===== src/rtl/shift_div_pkg.sv =====
// Shared definitions for the shift-and-subtract divider: FSM states,
// default operand width and the counter-width helper.
package shift_div_pkg;

  typedef enum logic {
    IDLE = 1'b0,
    RUN  = 1'b1
  } state_t;

  localparam int DIV_W = 8;

  // Number of bits needed to hold values 0..value-1, computed with plain
  // arithmetic so it can size ports and registers at elaboration.
  function automatic int clog2(input int value);
    int n;
    n = 0;
    for (int i = 0; i < 31; i++) begin
      if ((1 << n) < value) n++;
    end
    return n;
  endfunction

endpackage


===== src/rtl/shift_sub_step.sv =====
// One restoring-division iteration: shift the next dividend bit into the
// partial remainder, trial-subtract the divisor and keep the difference
// when it does not go negative.
module shift_sub_step #(
  parameter int W = 8
) (
  input  logic [W-1:0] r,
  input  logic         d_bit,
  input  logic [W-1:0] v,
  output logic [W-1:0] r_next,
  output logic         q_bit
);

  // The trial value carries one extra bit so the compare against the
  // divisor is exact; the partial remainder itself always stays below the
  // divisor, so W bits are enough to hold it between iterations.
  logic [W:0] trial;

  // Compare-and-subtract for the current quotient bit.
  always_comb begin
    // NOTE: every output gets a value on every path through this block,
    // otherwise synthesis infers a latch to hold the missing case.
    trial  = {r, d_bit};
    q_bit  = 1'b0;
    r_next = trial[W-1:0];
    if (trial >= {1'b0, v}) begin
      q_bit  = 1'b1;
      r_next = W'(trial - {1'b0, v});
    end
  end

endmodule


===== src/rtl/shift_and_subtract_binary_divider.sv =====
// Sequential unsigned restoring divider, one quotient bit per clock.
// A start strobe in IDLE captures the operands; W cycles later the
// registered quotient and remainder appear together with a done pulse.
// Optional build macro SHIFT_SUB_DIV_ZERO_CHECK_EN: a zero divisor
// finishes one cycle after accept and raises div_by_zero.
module shift_and_subtract_binary_divider
  import shift_div_pkg::*;
#(
  parameter int W = DIV_W
) (
  input  logic         clk,
  input  logic         rst,
  input  logic         start,
  input  logic [W-1:0] dividend,
  input  logic [W-1:0] divisor,
  output logic         busy,
  output logic         done,
  output logic [W-1:0] quotient,
  output logic [W-1:0] remainder,
  output logic         div_by_zero
);

  localparam int CNT_W = clog2(W + 1);
  localparam logic [CNT_W-1:0] LAST = CNT_W'(W - 1);

  state_t           state;
  logic [W-1:0]     d_q;     // dividend shifting out, quotient shifting in
  logic [W-1:0]     v_q;     // captured divisor
  logic [W-1:0]     r_q;     // partial remainder
  logic [CNT_W-1:0] cnt_q;   // iterations completed

  logic [W-1:0] r_next;
  logic         q_bit;
  logic [W-1:0] d_next;
  logic         take_zero;   // finish immediately on a zero divisor

  shift_sub_step #(.W(W)) u_step (
    .r      (r_q),
    .d_bit  (d_q[W-1]),
    .v      (v_q),
    .r_next (r_next),
    .q_bit  (q_bit)
  );

  assign d_next = {d_q[W-2:0], q_bit};

`ifdef SHIFT_SUB_DIV_ZERO_CHECK_EN
  logic zero_q;
  logic dz_q;

  assign take_zero   = zero_q;
  assign div_by_zero = dz_q;

  // Remember a zero divisor at accept and report it at completion.
  always_ff @(posedge clk or posedge rst) begin
    if (rst) begin
      zero_q <= 1'b0;
      dz_q   <= 1'b0;
    end else begin
      if (state == IDLE && start) zero_q <= (divisor == '0);
      if (state == RUN && (zero_q || cnt_q == LAST)) dz_q <= zero_q;
    end
  end
`else
  assign take_zero   = 1'b0;
  assign div_by_zero = 1'b0;
`endif

  // Control FSM, iteration datapath and registered results.
  always_ff @(posedge clk or posedge rst) begin
    // NOTE: sequential state uses non-blocking assignments so every
    // register samples the values from before this edge.
    if (rst) begin
      state     <= IDLE;
      d_q       <= '0;
      v_q       <= '0;
      r_q       <= '0;
      cnt_q     <= '0;
      busy      <= 1'b0;
      done      <= 1'b0;
      quotient  <= '0;
      remainder <= '0;
    end else begin
      done <= 1'b0;
      case (state)
        IDLE: begin
          if (start) begin
            d_q   <= dividend;
            v_q   <= divisor;
            r_q   <= '0;
            cnt_q <= '0;
            busy  <= 1'b1;
            state <= RUN;
          end
        end
        RUN: begin
          if (take_zero) begin
            // Dividing by zero: all-ones quotient, dividend as remainder.
            quotient  <= '1;
            remainder <= d_q;
            done      <= 1'b1;
            busy      <= 1'b0;
            state     <= IDLE;
          end else begin
            d_q   <= d_next;
            r_q   <= r_next;
            cnt_q <= cnt_q + 1'b1;
            if (cnt_q == LAST) begin
              quotient  <= d_next;
              remainder <= r_next;
              done      <= 1'b1;
              busy      <= 1'b0;
              state     <= IDLE;
            end
          end
        end
        default: state <= IDLE;
      endcase
    end
  end

endmodule


===== config.mk =====
export PLATFORM = sky130hd
export DESIGN_NAME = shift_and_subtract_binary_divider
export DESIGN_NICKNAME = d
export VERILOG_FILES = /design/src/rtl/shift_div_pkg.sv /design/src/rtl/shift_sub_step.sv /design/src/rtl/shift_and_subtract_binary_divider.sv
export SDC_FILE = /design/constraint.sdc
export NUM_CORES = 1
export LEC_CHECK = 0
export CORE_MARGIN = 1
export CORE_UTILIZATION = 57
export CTS_CLUSTER_DIAMETER = 120
export DETAILED_ROUTE_END_ITERATION = 7
export GPL_ROUTABILITY_DRIVEN = 0
export PLACE_DENSITY = 0.84
export SLEW_MARGIN = 10
export SYNTH_ARGS = -nofsm -noshare
export SYNTH_HDL_FRONTEND = slang
export SYNTH_SLANG_ARGS = --single-unit

===== constraint.sdc =====
create_clock -name clk -period 4.4 [get_ports clk]
set_input_delay 0.66 -clock clk [delete_from_list [all_inputs] [get_ports clk]]
set_output_delay 0.66 -clock clk [all_outputs]
set_load 0.1 [all_outputs]

==> metrics.md <==
| Metric | Value |
|---|---|
| Worst min path class | flip-flop to flip-flop |
| Syn Inst Count | 244 |
| Sum Neg Setup Slack | 0 ns |
| FFs w/ async S/R, synth | 1.000 |
| Port bufs | 36 |
| Worst skew pair latency | about 0.30 ns |
| Fraction of layout cells with a size suffix above 1 | 0.06452 |
| Crit-path max FO | 2 |
| Hold Crit Depth | 2 |
| Mapped Nets | between 200 and 300 |
| Largest net degree at the start of global routing | 48 |
| Placed Cells | approximately 320 |
| Crit path kind | flip-flop to output port |
| Status | completed |
| Number of fill cells | roughly 280 |
| Total Routed Length | 4578 um |
| Main synth FF type | dfrtp_1 |
| Grt ovf | 0 |
| Worst Hold Path EP | quotient[5] |
| Post-CTS sizing | 0 |
| Worst path buffer plus inverter count | 1 |
| CP Data Arrival Time | 1.82 ns |
| Count of cell types in the netlist | between 40 and 50 |
| CTS Buffer Depth | 2 |
| Peak Freq | around 400 MHz |
| Critical path's top delay family | buffers and inverters |
| Global-route wire length before repair | a little under 8000 um |
| Row count | 22 |
| Root Driver | clkbuf_8 |
| Final Cycle Share | 0.5625 |
| Routed wire length per instance | 14.00 um |
| Seq cells post-synth | 47 |
| Final hold vios | 0 |
| Iteration-0 DRC Markers | 191 |
| Hold path start | quotient[5] |
| Reg2reg path depth | 6 |
| Setup Buffers After CTS | 0 |
| I/O pin cnt | 38 |
| Initial core utilization | 0.6166 |
| Fin nets | between 300 and 400 |
| Post-synth EDFFs | 0 |
| Synth area leaders | dfrtp_1 50%, nand2_1 8.2%, o21ai_0 6.2% |
| Seq/Total Area, Yosys | 0.5021 |
| P&R area growth vs syn | 20.57% |
| Cell accounting for the most synthesized area | dfrtp_1 |
| Slew Viols, Final | 0 |
| Post-Layout Cell Count | 327 |
| Die width | about 66 um |
| Worst EP required | between 3 and 4 ns |
| Skew final | 0.009119 ns |
| Fin crit period | between 2 and 2.5 ns |
| H-tree levels | 2 |
| CTS tree | yes |
| Vias per std cell | approximately 5.5 |
| Area used by multi-input combinational logic | ~1100 um^2 |
| R2R Path End | remainder[0] |
| Startpoint Class | flip-flop |
| Flop2flop setup slack | between 1.5 and 2 ns |
| Commonest non-fill, non-tap cell in the layout | nand2_1 |
| Final ANT Viol Nets | 0 |
| Worst path cell trace | clkdlybuf4s50_1 |
| DIE AREA | 4370 um^2 |
| Initial antenna violation count | 0 |
| R2r startpoint | r_q[3] |
| Synth top area share | 0.5021 |
| Slew @ Worst Pin | 0.9845 ns |
| Diodes inserted | 0 |
| Sequential standard cell area | ~1200 um^2 |
| TritonCTS buffer count | 5 |
| # DRC | 0 |
| Reg clk slew, reported paths | about 0.090 ns |
| Max-cap violations | 0 |
| Final Core Density | 0.7434 |
| Max-slew headroom | 0.3416 |
| Vias in the first global route | between 1500 and 2000 |
| DRT Pass-1 Iters | 4 |
| Via count | ~1800 |
| Hold_buf cts | 0 |
| RSZ-0062 raised after global routing | false |
| Die height | around 66 um |
| Slowest stage delay, CP | around 1.1 ns |
| Clock Sinks | 47 |
| Most frequent cells in the layout | 51 x nand2_1, 47 x dfrtp_1, 36 x clkdlybuf4s50_1 |
| Total GRT Usage | 0.2414 |
| Ys Warns | 0 |
| Mapped Area | 2342 um^2 |
| Nature of the critical path endpoint | output port |
| Average cell area after synthesis | between 9 and 10 um^2 |
| Final setup fails | 0 |
| HPWL Detailed | 3214 um |
| Slowest cell on crit path | clkdlybuf4s50_1 |
| Core area | approximately 3800 um^2 |
## registers in the layout (all words and copies together) (netlist names)
name,flops
busy,1
v_q,8
done,1
r_q,8
cnt_q,4
state,1
d_q,8
quotient,8
remainder,8
## worst max-delay path by stage
| stage | startpoint | endpoint | cells after the start |
|---|---|---|---|
| final | busy | busy | 1 |
| after global routing | r_q[1] | remainder[3] | 6 |
| after CTS | busy | busy | 1 |
| after detailed placement | start | v_q[0] | 5 |
| after global placement | start | v_q[0] | 5 |
| after floorplan | r_q[3] | r_q[1] | 7 |
## final cells by class
type	instances	share of cell area
Sequential cell	47	0.4165
Clock inverter	2	0.005760
Multi-Input combinational cell	171	0.3744
Clock buffer	6	0.02924
Timing Repair Buffer	38	0.1329
Inverter	15	0.01994
Tap cell	48	0.02127
## metal layers
| layer | routed length, um | track usage | vias to the layer above |
|---|---|---|---|
| li1 | - | - | 899 |
| met2 | 2119 | 0.3878 | 41 |
| met3 | 177 | 0.05690 | 7 |
| met4 | 69 | 0.08245 | 0 |
| met5 | 0 | 0 | - |
| met1 | 2212 | 0.3198 | 840 |
## per-stage QoR
step / worst slack (ns) / instance area (um^2) / hold WS, ns
global route: 1.786 / 2824 / 0.5001
CTS: 1.908 / 2824 / 0.4842
finish: 1.925 / 2824 / 0.4782
global placement: 1.775 / 2725 / 0.4592
floorplan: 2.317 / 2342 / 0.4600
detailed placement: 1.768 / 2725 / 0.4622
## synth_stat cells, types with 2 or more instances
| cell type | instances |
|---|---|
| a31oi_1 | 7 |
| a21oi_1 | 6 |
| o31ai_1 | 2 |
| nand3_1 | 3 |
| ha_1 | 9 |
| nand2_1 | 51 |
| mux2_2 | 2 |
| buf_1 | 2 |
| o21ai_0 | 29 |
| nand2b_1 | 2 |
| nor3_1 | 2 |
| xor2_1 | 4 |
| nor2b_1 | 3 |
| nor2_1 | 11 |
| mux2i_1 | 14 |
| dfrtp_1 | 47 |
| inv_1 | 14 |
| and3_1 | 3 |
| o22ai_1 | 5 |
| clkbuf_1 | 7 |
## kinds of logic (layout without fill, tap and decap cells)
logic type,count (synthesis),after routing,share of synthesized area
adder cells (fa/ha/maj),10,10,0.05663
multiplexers,16,16,0.06944
AND/OR/NAND/NOR,82,82,0.1539
XOR/XNOR,5,5,0.01870
flip-flops,47,47,0.5021
buffers and inverters,26,61,0.04648
other,1,1,0.001601
AO/OA/AOI/OAI,57,57,0.1512
Power is not shown: default switching activity piles up to over one toggle a cycle in this logic, so the estimate is an artifact.
